### src/rtl/nco_pkg.sv
// Shared types and constants for the NCO stimulus blocks.
package nco_pkg;
  localparam int NCO_WIDTH = 32;

  localparam logic MODE_SINGLE = 1'b0;
  localparam logic MODE_REPEAT = 1'b1;

  typedef enum logic [1:0] {
    IDLE = 2'd0,
    RUN  = 2'd1,
    DONE = 2'd2
  } state_t;
endpackage

### src/rtl/nco_sweep_ctrl.sv
// Stepped-frequency sweep sequencer feeding an NCO tuning word.
// All outputs registered; abort beats start, config latched only on start.
module nco_sweep_ctrl
  import nco_pkg::*;
#(
  parameter int WIDTH   = NCO_WIDTH,
  parameter int STEP_W  = 12,
  parameter int DWELL_W = 16
) (
  input  logic               i_clk,
  input  logic               i_reset,
  input  logic               i_start,
  input  logic               i_abort,
  input  logic               i_mode,
  input  logic [WIDTH-1:0]   i_f_start,
  input  logic [WIDTH-1:0]   i_f_step,
  input  logic [STEP_W-1:0]  i_n_steps,
  input  logic [DWELL_W-1:0] i_dwell,
  output logic [WIDTH-1:0]   o_phase,
  output logic               o_step_strobe,
  output logic [STEP_W-1:0]  o_step_idx,
  output logic               o_busy,
  output logic               o_done
);

  state_t               r_state,     w_state_nxt;
  logic [WIDTH-1:0]     r_phase,     w_phase_nxt;
  logic [WIDTH-1:0]     r_f_start,   w_f_start_nxt;
  logic [WIDTH-1:0]     r_f_step,    w_f_step_nxt;
  logic [STEP_W-1:0]    r_n_eff,     w_n_eff_nxt;
  logic [STEP_W-1:0]    r_step_idx,  w_step_idx_nxt;
  logic [DWELL_W-1:0]   r_dwell_eff, w_dwell_eff_nxt;
  logic [DWELL_W-1:0]   r_dwell_cnt, w_dwell_cnt_nxt;
  logic                 r_mode,      w_mode_nxt;
  logic                 r_strobe,    w_strobe_nxt;
  logic                 r_done,      w_done_nxt;
  logic                 r_busy,      w_busy_nxt;

  // Zero step count / dwell behave as one so every sweep has at least one cycle.
  logic [STEP_W-1:0]  w_n_clamp;
  logic [DWELL_W-1:0] w_dwell_clamp;
  assign w_n_clamp     = (i_n_steps == '0) ? STEP_W'(1)  : i_n_steps;
  assign w_dwell_clamp = (i_dwell   == '0) ? DWELL_W'(1) : i_dwell;

  always_comb begin
    w_state_nxt     = r_state;
    w_phase_nxt     = r_phase;
    w_f_start_nxt   = r_f_start;
    w_f_step_nxt    = r_f_step;
    w_n_eff_nxt     = r_n_eff;
    w_step_idx_nxt  = r_step_idx;
    w_dwell_eff_nxt = r_dwell_eff;
    w_dwell_cnt_nxt = r_dwell_cnt;
    w_mode_nxt      = r_mode;
    w_strobe_nxt    = 1'b0;
    w_done_nxt      = 1'b0;

    case (r_state)
      IDLE: begin
        w_phase_nxt     = '0;
        w_step_idx_nxt  = '0;
        w_dwell_cnt_nxt = '0;
        if (i_start) begin
          w_f_start_nxt   = i_f_start;
          w_f_step_nxt    = i_f_step;
          w_n_eff_nxt     = w_n_clamp;
          w_dwell_eff_nxt = w_dwell_clamp;
          w_mode_nxt      = i_mode;
          w_phase_nxt     = i_f_start;
          w_strobe_nxt    = 1'b1;
          w_state_nxt     = RUN;
        end
      end
      RUN: begin
        if (r_dwell_cnt == r_dwell_eff - DWELL_W'(1)) begin
          w_dwell_cnt_nxt = '0;
          if (r_step_idx < r_n_eff - STEP_W'(1)) begin
            w_phase_nxt    = r_phase + r_f_step;
            w_step_idx_nxt = r_step_idx + STEP_W'(1);
            w_strobe_nxt   = 1'b1;
          end else if (r_mode == MODE_REPEAT) begin
            w_phase_nxt    = r_f_start;
            w_step_idx_nxt = '0;
            w_strobe_nxt   = 1'b1;
          end else begin
            w_phase_nxt    = '0;
            w_step_idx_nxt = '0;
            w_done_nxt     = 1'b1;
            w_state_nxt    = DONE;
          end
        end else begin
          w_dwell_cnt_nxt = r_dwell_cnt + DWELL_W'(1);
        end
      end
      DONE: begin
        w_phase_nxt     = '0;
        w_step_idx_nxt  = '0;
        w_dwell_cnt_nxt = '0;
        w_state_nxt     = IDLE;
      end
      default: w_state_nxt = IDLE;
    endcase

    // Abort overrides everything above, including a same-cycle start.
    if (i_abort) begin
      w_state_nxt     = IDLE;
      w_phase_nxt     = '0;
      w_step_idx_nxt  = '0;
      w_dwell_cnt_nxt = '0;
      w_strobe_nxt    = 1'b0;
      w_done_nxt      = 1'b0;
    end

    w_busy_nxt = (w_state_nxt == RUN);
  end

  always_ff @(posedge i_clk or negedge i_reset) begin
    if (!i_reset) begin
      r_state     <= IDLE;
      r_phase     <= '0;
      r_f_start   <= '0;
      r_f_step    <= '0;
      r_n_eff     <= '0;
      r_step_idx  <= '0;
      r_dwell_eff <= '0;
      r_dwell_cnt <= '0;
      r_mode      <= MODE_SINGLE;
      r_strobe    <= 1'b0;
      r_done      <= 1'b0;
      r_busy      <= 1'b0;
    end else begin
      r_state     <= w_state_nxt;
      r_phase     <= w_phase_nxt;
      r_f_start   <= w_f_start_nxt;
      r_f_step    <= w_f_step_nxt;
      r_n_eff     <= w_n_eff_nxt;
      r_step_idx  <= w_step_idx_nxt;
      r_dwell_eff <= w_dwell_eff_nxt;
      r_dwell_cnt <= w_dwell_cnt_nxt;
      r_mode      <= w_mode_nxt;
      r_strobe    <= w_strobe_nxt;
      r_done      <= w_done_nxt;
      r_busy      <= w_busy_nxt;
    end
  end

  assign o_phase       = r_phase;
  assign o_step_strobe = r_strobe;
  assign o_step_idx    = r_step_idx;
  assign o_busy        = r_busy;
  assign o_done        = r_done;

endmodule

### config.mk
export PLATFORM = sky130hd
export DESIGN_NAME = nco_sweep_ctrl
export DESIGN_NICKNAME = d
export VERILOG_FILES = /design/src/rtl/nco_pkg.sv /design/src/rtl/nco_sweep_ctrl.sv
export SDC_FILE = /design/constraint.sdc
export NUM_CORES = 1
export LEC_CHECK = 0
export CORE_ASPECT_RATIO = 1.5
export CORE_MARGIN = 8
export CORE_UTILIZATION = 50
export DETAILED_ROUTE_END_ITERATION = 12
export GPL_ROUTABILITY_DRIVEN = 0
export GPL_TIMING_DRIVEN = 0
export PLACE_DENSITY = 0.79
export SLEW_MARGIN = 20
export SYNTH_ARGS = -nofsm -noshare
export SYNTH_HDL_FRONTEND = slang
export SYNTH_SLANG_ARGS = --single-unit
### constraint.sdc
create_clock -name i_clk -period 3.1 [get_ports i_clk]
set_clock_uncertainty 0.15 [all_clocks]
set_input_delay 0.465 -clock i_clk [delete_from_list [all_inputs] [get_ports i_clk]]
set_output_delay 0.465 -clock i_clk [all_outputs]
set_load 0.03 [all_outputs]
==> metrics.log <==
INFO  metric outcome = finished, violations left
INFO  metric failed_checks = negative setup slack
INFO  metric detail-route-antenna-nets = 0
INFO  metric worstSkewPairLatency = 0.44 ns
INFO  metric yosys_warnings = 0
INFO  metric p_int = 4320 uW
INFO  metric yosys.cell_count.top_type = sky130_fd_sc_hd__dfrtp_1
INFO  metric die-height = 184 microns
INFO  metric synthCells = 947
INFO  metric synth_top_cell_by_area = sky130_fd_sc_hd__dfrtp_1
INFO  metric vias_in_the_first_global_route = 8695
INFO  metric post-route-drc-count = 0
INFO  metric numClockSinks = 158
INFO  metric initial_antenna_violation_count = 1
INFO  metric netlist_top_cells_count = sky130_fd_sc_hd__dfrtp_1 (158), sky130_fd_sc_hd__o21ai_0 (97), sky130_fd_sc_hd__mux2_2 (92)
INFO  metric netlist.area_leader.share = 42.3%
INFO  metric dp_hpwl = 19600 microns
INFO  metric cts.path.max_buffers = 2
INFO  metric met2_wirelength_from_detailed_routing = 15100 microns
INFO  metric slew_headroom = 37.9%
INFO  metric netlist-cell-type-count = 61
INFO  metric path_clk_slew = 0.07 ns
INFO  metric critical_path_required = 3.32 ns
INFO  metric m1WireLength = 10800 microns
INFO  metric cap_violations = 0
INFO  metric finalCritPeriodShare = 110%
INFO  metric deepest_level_of_the_cts_h_tree = 4
INFO  metric count_of_vias_placed_by_the_detailed_router = 8549
INFO  metric synthesis.nets = 1094
INFO  metric rsz0062_at_grt = true
INFO  metric worstHoldPathType = flop to flop
INFO  metric initial_standard_cell_utilization_of_the_core = 50.7%
INFO  metric drt-total-wl = 28500 microns
INFO  metric dominantRegCellSynth = sky130_fd_sc_hd__dfrtp_1
INFO  metric fin_tns_setup = -6.06 ns
INFO  metric endpoint_kind = flop
INFO  metric globalRouteTotalUtil = 23.7%
INFO  metric ys_async_sr_fraction = 100%
INFO  metric topRoutingLayerUsed = met4
INFO  metric synth.avg_cell_area = 9.88 sq um
INFO  metric area.growth.synth_to_final = 37.4%
INFO  metric wl_met3 = 1390 microns
INFO  metric drv_slew = 0
INFO  metric numPlacedInstances = 1342
INFO  metric power_frac_comb = 28.9%
INFO  metric floorplan.io_pins = 144
INFO  metric numCtsBuffers = 17
INFO  metric largest_net_degree_at_the_start_of_global_routing = 86
INFO  metric power_frac_seq = 39.3%
INFO  metric ctsRootBufferMaster = sky130_fd_sc_hd__clkbuf_16
INFO  metric setup_violating_endpoint_count_in_the_final_report = 44
INFO  metric power.net_switching = 2120 uW
INFO  metric power_leakage = 0.00532 uW
INFO  metric nNetsFinal = 1303
INFO  metric dr.first_iter.drc_count = 612
INFO  metric final-hold-violation-count = 0
INFO  metric vdd.ir_drop.worst = 0.000376 V
INFO  metric finalNonFillerCells = 1422
INFO  metric num_rows = 61
INFO  metric hold_path_depth = 1
INFO  metric worstMarginPinSlew = 0.927 ns
INFO  metric start_kind = flop
INFO  metric period_minus_slack = 3.40 ns
INFO  metric cp_data_arrival_time = 3.62 ns
INFO  metric ys_seq_area_share = 42.3%
INFO  metric yosys-top-cells-area = sky130_fd_sc_hd__dfrtp_1 (42%), sky130_fd_sc_hd__mux2_2 (11%), sky130_fd_sc_hd__ha_1 (6.6%), sky130_fd_sc_hd__o21ai_0 (5.2%), sky130_fd_sc_hd__xnor2_1 (3.7%)
INFO  metric clock_tree_from_tritoncts = yes
INFO  metric total_of_flip_flops_plus_latches_after_synthesis = 158
INFO  metric critPathKind = flop to flop
INFO  metric clkPwrFrac = 31.8%
INFO  metric core-area = 18500 sq um
INFO  metric routed_wire_length_per_instance = 20.0 microns
INFO  metric netlist_area = 9360 sq um
INFO  metric synth-edff-count = 0
INFO  metric fp.dieW = 128 microns
INFO  metric fmaxAchievable = 294 MHz
INFO  metric detail_route.first_pass.iterations = 5
INFO  metric timing.reg2reg.worst_path_depth = 14
INFO  metric p_per_area = 501 nW/um^2
INFO  metric drive_gt1_share = 26.6%
INFO  metric post-route-worst-setup-slack = -0.305 ns
INFO  metric drt-vias-per-instance = 6.01
INFO  metric port-buffer-count = 142
INFO  metric swShare = 32.9%
INFO  metric die_area = 23400 sq um
INFO  metric grt_remaining_overflow = 0
INFO  metric worstPathMaxFanout = 4
INFO  metric wire_length_of_the_first_global_routing_pass = 44000 microns
power by group through the flow:
stage / Sequential [uW] / Combinational (uW) / Clock (uW)
2_1_floorplan: 2550 / 1050 / 0
3_3_place_gp: 2530 / 1590 / 0
3_5_place_dp: 2540 / 1630 / 0
4_1_cts: 2510 / 1740 / 2070
5_1_grt: 2550 / 2020 / 2160
6_report: 2530 / 1860 / 2050
cells by family after synthesis:
kind of cell / after synthesis / synth area share (%)
AO/OA/AOI/OAI: 261 / 17.4
XOR/XNOR: 64 / 5.99
adder cells (fa/ha/maj): 50 / 6.77
buffers and inverters: 62 / 2.70
flip-flops: 158 / 42.3
multiplexers: 92 / 11.1
AND/OR/NAND/NOR: 260 / 13.8
layout make-up:
cell class                 instances  area, sq um
timing repair buffer             190         1880
multi-input combinational        728         5740
tap                              252          315
inverter                          19         71.3
antenna                            1         2.50
clock buffer                      19          443
clock inverter                    13          128
buffer                            42          315
fill                            1346         5610
sequential                       158         3960
final timing paths:
| check | startpoint | to | slack, ns |
|---|---|---|---|
| min in group asynchronous | i_reset | r_n_eff[1]$_DFFE_PN0P_ | 0.43 |
| worst max register to register | r_n_eff[2]$_DFFE_PN0P_ | o_phase[30]$_DFFE_PN0P_ | -0.30 |
| worst max-delay path | r_n_eff[2]$_DFFE_PN0P_ | o_phase[30]$_DFFE_PN0P_ | -0.30 |
| worst min-delay path | r_f_start[29]$_DFFE_PN0P_ | o_phase[29]$_DFFE_PN0P_ | 0.34 |
| worst min register to register | r_f_start[29]$_DFFE_PN0P_ | o_phase[29]$_DFFE_PN0P_ | 0.34 |
| max in group asynchronous | i_reset | o_phase[19]$_DFFE_PN0P_ | 1.53 |
flip-flops by register name, summed over array words and instances, names as in the netlist:
| name | count |
|---|---|
| o_busy | 1 |
| o_step_strobe | 1 |
| r_n_eff | 12 |
| r_f_step | 32 |
| r_dwell_eff | 16 |
| r_mode | 1 |
| r_state | 2 |
| o_done | 1 |
| o_step_idx | 12 |
| r_dwell_cnt | 16 |
| r_f_start | 32 |
| o_phase | 32 |
cell usage in the layout, fill, tap and decap left out, drive strengths merged, types with 6 or more instances in the layout:
master,instances
o21ai,106
a221oi,8
nand2,72
buf,66
nand3,30
a21oi,46
ha,49
and3,21
a31oi,13
nand4,15
nor2,59
nand2b,11
clkbuf,43
mux2,92
xnor2,39
a21o,17
nor4,13
inv,24
nor2b,6
clkdlybuf4s50,141
a22oi,21
nor3,14
xor2,25
dfrtp,158
stage by stage:
step                hold slack [ns]  area [sq um]  power (uW)  setup slack, ns  utilization [%]
finish                        0.341         12900        6440           -0.305             69.6
detailed placement            0.319         11200        4170           -0.760             60.7
CTS                           0.295         12300        6320           -0.220             66.8
floorplan                    0.0194          9440        3600         -0.00803                -
global route                  0.345         12900        6730           -0.449             69.6
global placement              0.314         11200        4120            -5.72             60.5
worst max-delay path: stages, from the launching register on:
cell and delay [ns]:
sky130_fd_sc_hd__dfrtp_2 0.44, sky130_fd_sc_hd__nor2_1 0.17, sky130_fd_sc_hd__nand3b_1 0.14, sky130_fd_sc_hd__xor2_1 0.18, sky130_fd_sc_hd__ha_1 0.29, sky130_fd_sc_hd__a21o_1 0.16
sky130_fd_sc_hd__a21o_1 0.17, sky130_fd_sc_hd__a211o_1 0.28, sky130_fd_sc_hd__o221ai_2 0.20, sky130_fd_sc_hd__a21oi_4 0.13, sky130_fd_sc_hd__or3_4 0.35, sky130_fd_sc_hd__or2_4 0.23
sky130_fd_sc_hd__mux2_4 0.26, sky130_fd_sc_hd__nand3_2 0.07, sky130_fd_sc_hd__a22o_1 0.11
layer usage:
layer	global-route usage, %	vias to the layer above
li1	-	3912
met1	26.3	4223
met2	42.4	330
met3	4.47	84
met4	11.6	0
met5	0	-
what timing repair did:
item / in CTS / in global routing
cloned: 3 / 3
buffers inserted: 21 / 22
pin swaps: 37 / 54
gates resized for setup: 134 / 98
hold buffers: 1 / 0
endpoints found under the hold margin: 73 / 0
endpoints found under the setup margin: 62 / 67
Note: power is estimated with default switching activity, not from simulation.
